**src/rtl/router_out_sched_if.sv**
```systemverilog
// Request/grant/output bundle between the client FIFOs, the output scheduler and the downstream FIFO.
// The scheduler drives the slave side; the FIFO environment drives the master side.
interface router_out_sched_if #(
   parameter int NUM_CLIENTS = 4,
   parameter int DATA_WIDTH  = 32,
   parameter int CREDITS     = 2
);
   localparam int ID_W  = (NUM_CLIENTS > 1) ? $clog2(NUM_CLIENTS) : 1;
   localparam int CNT_W = $clog2(CREDITS + 1);

   logic [NUM_CLIENTS-1:0]                 req_valid;
   logic [NUM_CLIENTS-1:0][DATA_WIDTH-1:0] req_data;
   logic [NUM_CLIENTS-1:0]                 pop;
   logic                                   out_valid;
   logic [DATA_WIDTH-1:0]                  out_data;
   logic [ID_W-1:0]                        out_client_id;
   logic                                   credit_return;
   logic [CNT_W-1:0]                       credit_cnt;
   logic                                   credit_err;

   modport master (
      output req_valid, req_data, credit_return,
      input  pop, out_valid, out_data, out_client_id, credit_cnt, credit_err
   );

   modport slave (
      input  req_valid, req_data, credit_return,
      output pop, out_valid, out_data, out_client_id, credit_cnt, credit_err
   );
endinterface

```
**src/rtl/router_out_sched.sv**
```systemverilog
// Credit-gated round-robin output scheduler: pops one client FIFO per issue cycle and
// pushes the winner's payload into a downstream FIFO one cycle later.
module router_out_sched #(
   parameter int NUM_CLIENTS = 4,
   parameter int DATA_WIDTH  = 32,
   parameter int CREDITS     = 2
) (
   input  logic              clk,
   input  logic              rst,
   router_out_sched_if.slave bus
);
   localparam int ID_W  = (NUM_CLIENTS > 1) ? $clog2(NUM_CLIENTS) : 1;
   localparam int CNT_W = $clog2(CREDITS + 1);
   localparam logic [CNT_W-1:0] CRED_MAX = CNT_W'(CREDITS);
   localparam logic [ID_W-1:0]  LAST_ID  = ID_W'(NUM_CLIENTS - 1);

   logic [ID_W-1:0]        rr_q, rr_d;
   logic [CNT_W-1:0]       credit_q, credit_d;
   logic                   err_q, err_d;
   logic                   out_valid_q, out_valid_d;
   logic [DATA_WIDTH-1:0]  out_data_q, out_data_d;
   logic [ID_W-1:0]        out_id_q, out_id_d;

   logic                   found;
   logic [ID_W-1:0]        winner;
   logic [ID_W-1:0]        idx;
   int                     sum;
   logic                   issue;
   logic [NUM_CLIENTS-1:0] pop;

   // Circular search starting at rr_q; first valid client wins.
   always_comb begin
      found  = 1'b0;
      winner = '0;
      idx    = '0;
      sum    = 0;
      for (int i = 0; i < NUM_CLIENTS; i++) begin
         sum = int'(rr_q) + i;
         if (sum >= NUM_CLIENTS) sum = sum - NUM_CLIENTS;
         idx = ID_W'(sum);
         if (!found && bus.req_valid[idx]) begin
            found  = 1'b1;
            winner = idx;
         end
      end
   end

   // A credit returned this cycle is only usable from the next cycle on.
   assign issue = !rst && (credit_q != '0) && found;
   assign pop   = issue ? (NUM_CLIENTS'(1) << winner) : '0;

   always_comb begin
      rr_d        = rr_q;
      credit_d    = credit_q;
      err_d       = err_q;
      out_valid_d = issue;
      out_data_d  = out_data_q;
      out_id_d    = out_id_q;

      if (issue) begin
         rr_d       = (winner == LAST_ID) ? '0 : winner + 1'b1;
         out_data_d = bus.req_data[winner];
         out_id_d   = winner;
      end

      case ({issue, bus.credit_return})
         2'b10: credit_d = credit_q - 1'b1;
         2'b01: begin
            if (credit_q == CRED_MAX) err_d = 1'b1;
            else                      credit_d = credit_q + 1'b1;
         end
         default: credit_d = credit_q;
      endcase
   end

   always_ff @(posedge clk or posedge rst) begin
      if (rst) begin
         rr_q        <= '0;
         credit_q    <= CRED_MAX;
         err_q       <= 1'b0;
         out_valid_q <= 1'b0;
         out_data_q  <= '0;
         out_id_q    <= '0;
      end else begin
         rr_q        <= rr_d;
         credit_q    <= credit_d;
         err_q       <= err_d;
         out_valid_q <= out_valid_d;
         out_data_q  <= out_data_d;
         out_id_q    <= out_id_d;
      end
   end

   assign bus.pop           = pop;
   assign bus.out_valid     = out_valid_q;
   assign bus.out_data      = out_data_q;
   assign bus.out_client_id = out_id_q;
   assign bus.credit_cnt    = credit_q;
   assign bus.credit_err    = err_q;
endmodule

```
**src/flat_wrapper.sv**
```systemverilog
// flat-port wrapper written by rule: the top's interface ports become plain ports
module router_out_sched_flat 
#(
   parameter int NUM_CLIENTS = 4,
   parameter int DATA_WIDTH  = 32,
   parameter int CREDITS     = 2
)
  (clk, rst, bus_req_valid, bus_req_data, bus_credit_return, bus_pop, bus_out_valid, bus_out_data, bus_out_client_id, bus_credit_cnt, bus_credit_err);
  router_out_sched_if #(.NUM_CLIENTS(NUM_CLIENTS), .DATA_WIDTH(DATA_WIDTH), .CREDITS(CREDITS)) bus_i ();
  input  logic clk;
  input  logic rst;
  input wire logic [$bits(bus_i.req_valid)-1:0] bus_req_valid;
  input wire logic [$bits(bus_i.req_data)-1:0] bus_req_data;
  input wire logic [$bits(bus_i.credit_return)-1:0] bus_credit_return;
  output wire logic [$bits(bus_i.pop)-1:0] bus_pop;
  output wire logic [$bits(bus_i.out_valid)-1:0] bus_out_valid;
  output wire logic [$bits(bus_i.out_data)-1:0] bus_out_data;
  output wire logic [$bits(bus_i.out_client_id)-1:0] bus_out_client_id;
  output wire logic [$bits(bus_i.credit_cnt)-1:0] bus_credit_cnt;
  output wire logic [$bits(bus_i.credit_err)-1:0] bus_credit_err;
  assign bus_i.req_valid = bus_req_valid;
  assign bus_i.req_data = bus_req_data;
  assign bus_i.credit_return = bus_credit_return;
  assign bus_pop = bus_i.pop;
  assign bus_out_valid = bus_i.out_valid;
  assign bus_out_data = bus_i.out_data;
  assign bus_out_client_id = bus_i.out_client_id;
  assign bus_credit_cnt = bus_i.credit_cnt;
  assign bus_credit_err = bus_i.credit_err;
  router_out_sched #(.NUM_CLIENTS(NUM_CLIENTS), .DATA_WIDTH(DATA_WIDTH), .CREDITS(CREDITS)) u_core (.clk(clk), .rst(rst), .bus(bus_i));
endmodule
```
**config.mk**
```make
export PLATFORM = sky130hd
export DESIGN_NAME = router_out_sched_flat
export DESIGN_NICKNAME = d
export VERILOG_FILES = /design/src/rtl/router_out_sched_if.sv /design/src/rtl/router_out_sched.sv /design/src/flat_wrapper.sv
export SDC_FILE = /design/constraint.sdc
export NUM_CORES = 1
export LEC_CHECK = 0
export CAP_MARGIN = 10
export CORE_ASPECT_RATIO = 1.2
export CORE_UTILIZATION = 36
export DETAILED_ROUTE_END_ITERATION = 10
export GPL_TIMING_DRIVEN = 0
export PLACE_DENSITY = 0.82
export SYNTH_ARGS = -nofsm -noshare
export SYNTH_HDL_FRONTEND = slang
export SYNTH_SLANG_ARGS = --single-unit
```
**constraint.sdc**
```tcl
create_clock -name clk -period 3.6 [get_ports clk]
set_clock_uncertainty 0.05 [all_clocks]
set_input_delay 0.9 -clock clk [delete_from_list [all_inputs] [get_ports clk]]
set_output_delay 0.9 -clock clk [all_outputs]
set_load 0.005 [all_outputs]
```
==> flow_summary.json <==
{
  "outcome": "finished, final reports clean",
  "dp.cells": 508,
  "grt_max_degree": 41,
  "via_per_inst": 5.41,
  "worstSetupStartpointType": "primary input",
  "synthCells": 245,
  "start_util": 0.373,
  "insertion_delay_ns": 0.28,
  "cts.root.buffer_cell": "clkbuf_8",
  "path_class": "primary input to primary output",
  "dpl.hpwl_mm": 6.87,
  "clock_path_buffers": 2,
  "max-slew-margin-rel": 0.424,
  "vias": 2821,
  "cpMaxStageDelayCell": "or4_4",
  "wl_per_cell_um": 17.2,
  "grtUsageTotal": 0.244,
  "totalWireLength_mm": 8.98,
  "end_kind": "primary output",
  "netlist_area_sq_mm": 0.00255,
  "cp_cell_sequence": "clkdlybuf4s15_2 > or4_4 > nand2_8 > inv_2 > nand2_4 > nor2_1 > clkdlybuf4s50_1",
  "synth_edf_count": 0,
  "clock_sinks": 40,
  "drtPass1Iterations": 4,
  "fmax_mhz": 286,
  "clkTransAtPathRegs_ns": 0.08,
  "async_reset_ff_frac": 1.00,
  "cts_tree": "done",
  "ant_nets": 0,
  "worst_slack_ns": 0.101,
  "drc_errors": 0,
  "finalCriticalPeriod_ns": 3.50,
  "placementRows": 33,
  "netlist_top_cells_area": "dfrtp_1, mux2i_1, and3_1",
  "setup_viol": 0,
  "ys_types": 40,
  "finalNonFillerCells": 521,
  "critPathTopFamily": "simple AND/OR/NAND/NOR gates",
  "area_delta_synth_final_pct": 79.5,
  "fp.dieW_um": 78.9,
  "synth_top_cell_by_area": "dfrtp_1",
  "path_buf_inv": 3,
  "fin_crit_sh": 0.972,
  "n_antenna_cell": 0,
  "ys_seq_area_frac": 0.392,
  "initialDrtViolationCount": 157,
  "place_ws_ns": -0.952,
  "synth_most_common_cell": "dfrtp_1",
  "gp_congestion": 0.741,
  "final.fill_count": 592,
  "crit_fanout": 18,
  "gr-total-overflow": 0,
  "drive_gt1_frac": 0.129,
  "post-route-util": 0.669,
  "leakagePower_uw": 0.00196,
  "powerDensity_mw_per_mm2": 592,
  "syn_area_per_cell_sq_um": 10.4,
  "ir_worst_vdd_uv": 308,
  "maxCapViolCount": 0,
  "antenna_found_initial": 0,
  "crit_arrival_ns": 2.55,
  "ys_ff_latch": 40,
  "critPathRequiredTime_ns": 2.65,
  "worst_pin_slew_ns": 0.862,
  "syn_nets": 381,
  "fin_nets": 570,
  "cpPeakStageDelay_ns": 0.57,
  "yosysWarnings": 0,
  "rsz0062_at_grt": "false",
  "slew_violations": 0,
  "io_pins": 177,
  "synth_flop_cell": "dfrtp_1",
  "grt_pass1_wl_mm": 14.0,
  "fp.coreArea_sq_mm": 0.00685,
  "dieArea_sq_mm": 0.00744,
  "die_h_um": 94.3,
  "first_global_vias": 2884,
  "h-tree-depth": 2,
  "cts_buffers": 5,
  "synth_common_cells": "dfrtp_1, and3_1, mux2i_1, o21ai_0, a221oi_1",
  "port_buffers": 176,
  "hold_viol": 0,
  "synth.top_cell.area_share": 0.382,
  "hold_path.class": "flop to flop"
}
power breakdown:
group / internal (uW) / switching (uW)
registers: 665 / 144
logic: 947 / 668
clock network: 132 / 155
final timing paths:
path                                             start                          end  slack, ns  depth (start not counted)
max                                   bus_req_valid[3]                   bus_pop[2]       0.10                          7
min                        u_core.bus.out_client_id[1]  u_core.bus.out_client_id[1]       0.43                          2
max reg2reg                             u_core.rr_q[1]      u_core.bus.out_data[28]       1.46                          7
min reg2reg                u_core.bus.out_client_id[1]  u_core.bus.out_client_id[1]       0.43                          2
max in group asynchronous                          rst      u_core.bus.out_data[31]       2.05                          2
min in group asynchronous                          rst         u_core.bus.out_valid       0.90                          2
flip-flops by register name (all words and copies together) (netlist names):
| register | flops |
|---|---|
| u_core.bus.credit_cnt | 2 |
| u_core.bus.credit_err | 1 |
| u_core.bus.out_client_id | 2 |
| u_core.bus.out_data | 32 |
| u_core.bus.out_valid | 1 |
| u_core.rr_q | 2 |
worst reg2reg max path, delay by kind of cell, from the launching register on:
family	cells	cell delay (ns)
AOI/OAI and AO/OA	2	0.48
DFF	1	0.32
and+or+nand+nor	1	0.15
buffers and inverters	2	0.40
muxes	2	0.63
layout make-up:
class,count,area (sq um),area share
plain buffers,17,121,0.0265
clock buffers,6,72.6,0.0158
clock inverters,1,5.00,0.00109
inverters,4,15.0,0.00328
multi-input cells,181,1440,0.315
flip-flops and latches,40,1000,0.219
well taps,87,109,0.0237
repair buffers,185,1820,0.396
stage by stage:
| stage | power [uW] | hold WS (ns) | instance area, sq um | TNS, ns |
|---|---|---|---|---|
| finish | 2710 | 0.429 | 4580 | 0 |
| global route | 2890 | 0.458 | 4580 | 0 |
| CTS | 2730 | 0.434 | 4590 | 0 |
| detailed placement | 2360 | 0.419 | 4420 | -2.83 |
| global placement | 2320 | 0.406 | 4420 | -2.78 |
| floorplan | 1580 | 0.410 | 2550 | 0 |
cells by family after synthesis:
logic type / count (synthesis) / synth area share
AOI/OAI and AO/OA: 86 / 0.273
xor gates and xnor gates: 2 / 0.00686
adders and majority gates: 1 / 0.00490
buffers and inverters: 24 / 0.0563
DFF: 40 / 0.392
muxes: 33 / 0.133
and+or+nand+nor: 59 / 0.134
placed cells by master, fill, tap and decap left out, types with 2 or more instances in the layout:
master	Yosys	routed
inv_1	3	2
nand2_1	9	8
a21oi_1	3	3
mux2i_1	26	25
clkbuf_1	9	8
nand3_1	7	7
mux2_2	4	4
buf_4	0	10
a21boi_0	8	7
mux2_1	3	3
o21ai_1	7	7
a221o_1	8	8
and3_1	28	28
buf_2	4	6
a221oi_1	16	16
clkbuf_8	0	5
nor2_1	4	4
buf_6	6	4
and2_1	3	2
a221oi_2	9	9
nor3_1	2	2
xnor2_1	2	2
dfrtp_1	39	39
inv_2	1	2
dlygate4sd2_1	0	2
nor2b_1	2	2
o21ai_0	26	26
clkdlybuf4s50_1	0	169
routing by layer:
metal / routed length, um / GRT usage / vias up / part of all wire
li1: - / - / 1328 / -
met1: 3380 / 0.278 / 1357 / 0.38
met2: 4620 / 0.446 / 126 / 0.51
met3: 857 / 0.0728 / 10 / 0.095
met4: 129 / 0.0545 / 0 / 0.014
met5: 0 / 0 / - / 0
repair_timing:
item                                    in CTS  in global routing
pin swaps                                    6                  3
endpoints found under the setup margin       4                  3
gates resized for setup                     24                  7
hold buffers                                 0                  0
buffers inserted                             9                  0
Power figures use the tool's default switching activity.
